`src/rtl/candy_ctrl.sv`:
```
// candy_ctrl: control FSM for the candy machine coin accumulator.
// Sequences add/check/subtract, dispense and change handshakes.
module candy_ctrl #(
  parameter int unsigned ACK_TIMEOUT = 255
) (
  input  logic       clk,
  input  logic       rst_n,
  input  logic       coin_valid,
  input  logic [1:0] coin_type,
  input  logic       cancel,
  input  logic [7:0] total,
  input  logic       cmp_ge80,
  input  logic       dispense_ack,
  input  logic       change_ack,
  output logic       ld,
  output logic       op,
  output logic       clr,
  output logic [1:0] sel,
  output logic       dispense,
  output logic       change_valid,
  output logic [7:0] change_amount,
  output logic       busy,
  output logic       coin_reject,
  output logic       fault
);

  typedef enum logic [2:0] {
    S_WAIT, S_ADD, S_CHECK, S_SUB,
    S_DISP, S_CHANGE, S_CLR, S_FAULT
  } state_t;

  localparam logic [15:0] TO_LAST = 16'(ACK_TIMEOUT - 1);

  state_t      state, state_nx;
  logic [1:0]  coin_q, coin_nx;
  logic [15:0] cnt, cnt_nx;
  logic [7:0]  amt_q, amt_nx;
  logic        rej_q, rej_nx;

  always_ff @(posedge clk or negedge rst_n) begin
    if (!rst_n) begin
      state  <= S_WAIT;
      coin_q <= 2'b00;
      cnt    <= 16'd0;
      amt_q  <= 8'd0;
      rej_q  <= 1'b0;
    end else begin
      state  <= state_nx;
      coin_q <= coin_nx;
      cnt    <= cnt_nx;
      amt_q  <= amt_nx;
      rej_q  <= rej_nx;
    end
  end

  // change amount is captured on entry to CHANGE so outputs stay Moore
  always_comb begin
    state_nx = state;
    coin_nx  = coin_q;
    cnt_nx   = cnt;
    amt_nx   = amt_q;
    rej_nx   = coin_valid &&
               !(state == S_WAIT && coin_type != 2'b00);
    unique case (state)
      S_WAIT: begin
        if (coin_valid && coin_type != 2'b00) begin
          coin_nx  = coin_type;
          state_nx = S_ADD;
        end else if (!coin_valid && cancel &&
                     total != 8'd0) begin
          amt_nx   = total;
          state_nx = S_CHANGE;
        end
      end
      S_ADD:   state_nx = S_CHECK;
      S_CHECK: state_nx = cmp_ge80 ? S_SUB : S_WAIT;
      S_SUB: begin
        cnt_nx   = 16'd0;
        state_nx = S_DISP;
      end
      S_DISP: begin
        cnt_nx = cnt + 16'd1;
        if (dispense_ack) begin
          if (total != 8'd0) begin
            amt_nx   = total;
            state_nx = S_CHANGE;
          end else begin
            state_nx = S_WAIT;
          end
        end else if (cnt == TO_LAST) begin
          state_nx = S_FAULT;
        end
      end
      S_CHANGE: if (change_ack) state_nx = S_CLR;
      S_CLR:    state_nx = S_WAIT;
      S_FAULT:  state_nx = S_FAULT;
      default:  state_nx = S_WAIT;
    endcase
  end

  always_comb begin
    ld            = 1'b0;
    op            = 1'b0;
    clr           = 1'b0;
    sel           = 2'b00;
    dispense      = 1'b0;
    change_valid  = 1'b0;
    change_amount = 8'd0;
    busy          = (state != S_WAIT);
    fault         = 1'b0;
    coin_reject   = rej_q;
    unique case (state)
      S_ADD: begin
        ld  = 1'b1;
        op  = 1'b1;
        sel = coin_q;
      end
      S_SUB:  ld = 1'b1;
      S_DISP: dispense = 1'b1;
      S_CHANGE: begin
        change_valid  = 1'b1;
        change_amount = amt_q;
      end
      S_CLR:   clr = 1'b1;
      S_FAULT: fault = 1'b1;
      default: ;
    endcase
  end

endmodule

```
`config.mk`:
```
export PLATFORM = sky130hd
export DESIGN_NAME = candy_ctrl
export DESIGN_NICKNAME = d
export VERILOG_FILES = /design/src/rtl/candy_ctrl.sv
export SDC_FILE = /design/constraint.sdc
export NUM_CORES = 1
export LEC_CHECK = 0
export CORE_UTILIZATION = 45
export DETAILED_ROUTE_END_ITERATION = 6
export HOLD_SLACK_MARGIN = 0.03
export PLACE_DENSITY = 0.77
export SYNTH_ARGS = -nofsm -noshare
export SYNTH_HDL_FRONTEND = slang
export SYNTH_SLANG_ARGS = --single-unit
```
`constraint.sdc`:
```
create_clock -name clk -period 4.68 [get_ports clk]
set_clock_uncertainty 0.05 [all_clocks]
set_input_delay 0.936 -clock clk [delete_from_list [all_inputs] [get_ports clk]]
set_output_delay 0.936 -clock clk [all_outputs]
set_load 0.02 [all_outputs]
```
==> qor.csv, run 1 <==
metric,value,unit
post-synthesis to final-layout area growth,26.9,%
router iterations before antenna repair,6,
cells on worst reg2reg path,5,
area occupied by multi-input gates,851,um2
TritonCTS clock tree,yes,
leakage power summed over all cells,0.868,nW
cell types with the largest area share after synthesis,"dfrtp_1 45%, mux2_2 5.4%, nand2_1 4.7%, o21ai_0 4.2%, and2_1 3.8%",
initial antenna violation count,0,
count of buffers added by post-CTS timing repair for setup,0,
cell area after technology mapping,1660,um2
warning count from the yosys run,0,
cell type with the highest aggregate area in the netlist,dfrtp_1,
Final Core Density,0.614,
Crit-path slowest cell,clkdlybuf4s50_1,
H-tree Lvls,2,
total of cells resized after clock tree synthesis,0,
Netlist cell types,40,
die width,62.8,um
buffers and inverters on the worst path,2,
final setup violating endpoints,0,
flop-to-flop setup slack,2210,ps
number of sinks handled by clock tree synthesis,30,
peak supply drop,0.333,mV
asr flop ratio synth,1.00,
Hold WC Path Type,reg -> reg,
crit path launch type,flip-flop,
non-filler instance count after layout,258,
Rows,21,
number of vias after detailed routing,1488,
area taken by flip-flops and latches,751,um2
maximum clock frequency,296,MHz
number of inserted filler cells in the final layout,298,
Residual DRC,0,
fraction of layout instances using a drive strength above 1,0.0802,
"flops & latches, synth",30,
num ports,35,
Critical Path End Type,output pin,
GRT Overall Usage,0.217,
critical path cell sequence,or3b_1 -> clkinv_1 -> clkdlybuf4s50_1,
detail-routed net length per standard cell,15.0,um
final hold viol count,0,
Antenna Violating Nets Remaining,0,
final worst path period need,3380,ps
Antenna Cells,0,
core outline area,3440,um2
max cap viols,0,
global-route wire length before repair,6530,um
count of input and output buffers,34,
Starting Density,0.483,
number of flops mapped to enable cells by yosys,0,
family with the most delay on the worst path,buffers and inverters,
Inserted Clock Buffers,5,
pre-CTS setup slack,1600,ps
final clock period utilization by the worst path,0.722,
aggregate global routing overflow,0,
Hold Buf Count CTS,0,
synthesized area per cell,9.30,um2
number of nets in the synthesized netlist,198,
count of routing violations after the opening detailed-route iteration,99,
vertical die dimension,62.8,um
required time reported for the critical path endpoint,3690,ps
worst hold path cell count,2,
total stage count of the critical path,3,
"wirelength, routed",3870,um
critical path class,reg -> out,
result of the run,"complete, no violations",
PwrDens,521,nW/um2
Die Area,3950,um2
worst-path maximum fanout,18,
pin slew with the least headroom to its limit,607,ps
cells after synthesis,179,
most instantiated library cell after synthesis,dfrtp_1,
maximum number of pins on one net before global-route repair,31,
CTS Root Buffer Type,clkbuf_8,
delay of the slowest cell on the worst path,670,ps
final net count,232,
Max-Slew Margin vs Limit,0.591,
number of global-route vias before repair,1366,
clock latency of the later-clocked register in the worst-skew pair,290,ps
half-perimeter wire length after placement,2840,um
detail-routed via count per cell,5.77,
Final Hold Slack,428,ps
maximum number of buffers from clock root to sink,2,
Worst Path Arrival,2390,ps
area share of the largest cell type after synthesis,0.451,
Final Max Tran Viols,0,
global placement routability congestion,0.921,
clock-pin slew reported for the worst setup and hold paths after clock tree synthesis,60,ps
Inst Count DP,252,
setup_tns,0,ps
sequential share of the synthesized area,0.451,
Synth Flop Type,dfrtp_1,
RSZ-0062 raised after global routing,false,
leading post-synthesis cells by instance count,"30 x dfrtp_1, 21 x nand2_1, 14 x o21ai_0",
post-route setup slack,1300,ps
area by class of cell:
| cell class | count | share of cell area |
|---|---|---|
| clock buffer | 6 | 0.0391 |
| inverter | 6 | 0.0107 |
| timing repair buffer | 35 | 0.165 |
| multi-input combinational | 135 | 0.403 |
| sequential | 30 | 0.355 |
| tap | 46 | 0.0273 |
sequential cells by signal, indices dropped and copies added (netlist names):
name / flops
coin_q: 2
state: 3
cnt: 16
amt_q: 8
coin_reject: 1
per-stage QoR:
stage | total power, mW | cell area [um2]
floorplan | 0.729 | 1660
global placement | 0.877 | 2030
detailed placement | 0.903 | 2030
CTS | 1.11 | 2110
global route | 1.18 | 2110
finish | 1.10 | 2110
logic make-up (layout without fill, tap and decap cells):
kind of cell / Yosys count / after routing / synth area share
flops: 30 / 30 / 0.451
simple gates: 79 / 79 / 0.254
buf+inv: 14 / 47 / 0.0376
fa+ha+maj: 2 / 2 / 0.0150
compound gates: 44 / 44 / 0.177
xor+xnor: 2 / 2 / 0.0105
mux: 8 / 8 / 0.0541
tightest hold or removal path, delay by kind of cell, from the launching register on:
family / cells / cell delay [ps]
DFF: 1 / 340
and+or+nand+nor: 2 / 110
placed cells by master (no fill, tap or decap), drive strengths merged, types with 5 or more instances in the layout:
cell type,instances
o31ai,5
nand3,10
o21ai,14
and2,10
inv,5
clkbuf,6
dfrtp,30
nand2,21
a21oi,7
mux2,8
nor2,10
and3,5
clkdlybuf4s50,34
layer usage:
metal  share of wire  up-vias  track usage
met5               0        -            0
met4           0.020        0        0.105
met3           0.058        7       0.0657
met2            0.50       52        0.351
met1            0.42      707        0.262
li1                -      722            -
worst paths after layout:
path                             end      start
min reg2reg                coin_q[1]  coin_q[1]
max in group asynchronous     cnt[6]      rst_n
max reg2reg                   cnt[9]   state[2]
min                        coin_q[1]  coin_q[1]
min in group asynchronous  coin_q[1]      rst_n
max                         dispense   state[2]
where the power goes:
part | leakage [nW] | switching, mW | internal, mW
Clock | 0.0431 | 0.0895 | 0.113
Sequential | 0.387 | 0.0762 | 0.332
Combinational | 0.438 | 0.262 | 0.228
Power figures use the tool's default switching activity.
==> inputs of run 2 (changes only) <==
==> constraint.sdc (replaced) <==
create_clock -name clk -period 3.46 [get_ports clk]
set_clock_uncertainty 0.05 [all_clocks]
set_input_delay 0.692 -clock clk [delete_from_list [all_inputs] [get_ports clk]]
set_output_delay 0.692 -clock clk [all_outputs]
set_load 0.02 [all_outputs]
==> qor.csv, run 2 (same netlist as run 1, synthesis figures left out) <==
metric,value,unit
final setup violating endpoints,0,
final clock period utilization by the worst path,0.834,
number of sinks handled by clock tree synthesis,30,
Antenna Violating Nets Remaining,0,
largest registers,"cnt: 16 flops, amt_q: 8 flops, state: 3 flops",
H-tree Lvls,2,
crit path launch type,flip-flop,
Worst Path Arrival,2140,ps
post-synthesis to final-layout area growth,27.9,%
required time reported for the critical path endpoint,2720,ps
highest-count cells in the layout ignoring fill and taps,"34 x clkdlybuf4s50_1, 30 x dfrtp_1, 21 x nand2_1, 14 x o21ai_0",
num ports,35,
pre-CTS setup slack,594,ps
Die Area,3950,um2
critical path class,reg -> out,
initial antenna violation count,0,
Rows,21,
count of buffers added by post-CTS timing repair for setup,0,
non-filler instance count after layout,261,
vertical die dimension,62.8,um
fraction of layout instances using a drive strength above 1,0.0884,
total of cells resized after clock tree synthesis,0,
detail-routed net length per standard cell,14.6,um
PwrDens,710,nW/um2
leakage power summed over all cells,0.878,nW
detail-routed via count per cell,5.60,
Hold WC Path Type,reg -> reg,
"wirelength, routed",3810,um
flip-flop count of the largest register after layout,16,
Critical Path End Type,output pin,
maximum number of pins on one net before global-route repair,31,
final net count,233,
half-perimeter wire length after placement,2770,um
pin slew with the least headroom to its limit,634,ps
CTS Root Buffer Type,clkbuf_8,
core outline area,3440,um2
count of routing violations after the opening detailed-route iteration,54,
Starting Density,0.483,
GRT Overall Usage,0.220,
number of global-route vias before repair,1456,
number of vias after detailed routing,1462,
setup_tns,0,ps
Max-Slew Margin vs Limit,0.573,
register with the highest flop count,cnt,
peak supply drop,0.519,mV
maximum clock frequency,346,MHz
Post-Layout Inst Area,2130,um2
max cap viols,0,
aggregate global routing overflow,0,
Crit-path slowest cell,clkdlybuf4s50_1,
"most common cell after layout, fill and taps aside",clkdlybuf4s50_1,
Hold Buf Count CTS,0,
Antenna Cells,0,
count of input and output buffers,34,
post-route setup slack,573,ps
Final Hold Slack,426,ps
maximum number of buffers from clock root to sink,2,
die width,62.8,um
critical path cell sequence,or3b_1 -> clkinv_1 -> clkdlybuf4s50_1,
clock latency of the later-clocked register in the worst-skew pair,290,ps
RSZ-0062 raised after global routing,false,
final worst path period need,2890,ps
result of the run,"complete, no violations",
instance area at placement,2040,um2
Final Max Tran Viols,0,
delay of the slowest cell on the worst path,600,ps
clock-pin slew reported for the worst setup and hold paths after clock tree synthesis,60,ps
Residual DRC,0,
global placement routability congestion,0.829,
Inst Count DP,253,
final hold viol count,0,
worst-path maximum fanout,14,
global-route wire length before repair,6670,um
Inserted Clock Buffers,5,
TritonCTS clock tree,yes,
router iterations before antenna repair,4,
==> run 2: stage by stage <==
stage / utilization / total power [mW]
after floorplan: - / 0.987
after global placement: 0.592 / 1.19
after detailed placement: 0.592 / 1.22
after CTS: 0.618 / 1.52
after global routing: 0.618 / 1.62
final: 0.618 / 1.51
==> run 2: power by group <==
part / internal (mW) / switching [mW] / total (mW)
combinational: 0.314 / 0.350 / 0.665
sequential: 0.449 / 0.102 / 0.551
clock: 0.160 / 0.134 / 0.294
total: 0.924 / 0.587 / 1.51
==> run 2: cell type report <==
cell class | count | area [um2]
clock inverter | 1 | 5.00
tap | 46 | 57.6
timing repair buffer | 36 | 355
inverter | 6 | 22.5
multi-input combinational | 135 | 851
clock buffer | 7 | 86.3
sequential | 30 | 751
fill | 302 | 1310
==> run 2: worst paths after layout <==
path	startpoint	cells past startpoint	to	slack, ps
setup / recovery	state[2]	3	dispense	570
hold / removal	coin_q[0]	2	coin_q[0]	430
setup reg to reg	state[2]	6	cnt[5]	1170
hold reg to reg	coin_q[0]	2	coin_q[0]	430
max in group asynchronous	rst_n	2	cnt[2]	2330
min in group asynchronous	rst_n	2	state[1]	750
==> run 2: routing by layer <==
layer / GRT usage / up-vias / share of wire
li1: - / 725 / -
met1: 0.280 / 700 / 0.45
met2: 0.353 / 32 / 0.49
met3: 0.0401 / 5 / 0.044
met4: 0.113 / 0 / 0.016
met5: 0 / - / 0
==> run 2: critical path: cells and delay by family, from the launching register on <==
| kind | cells | cell delay (ps) |
|---|---|---|
| flip-flops | 1 | 550 |
| AND/OR/NAND/NOR | 1 | 580 |
| buffers and inverters | 2 | 730 |
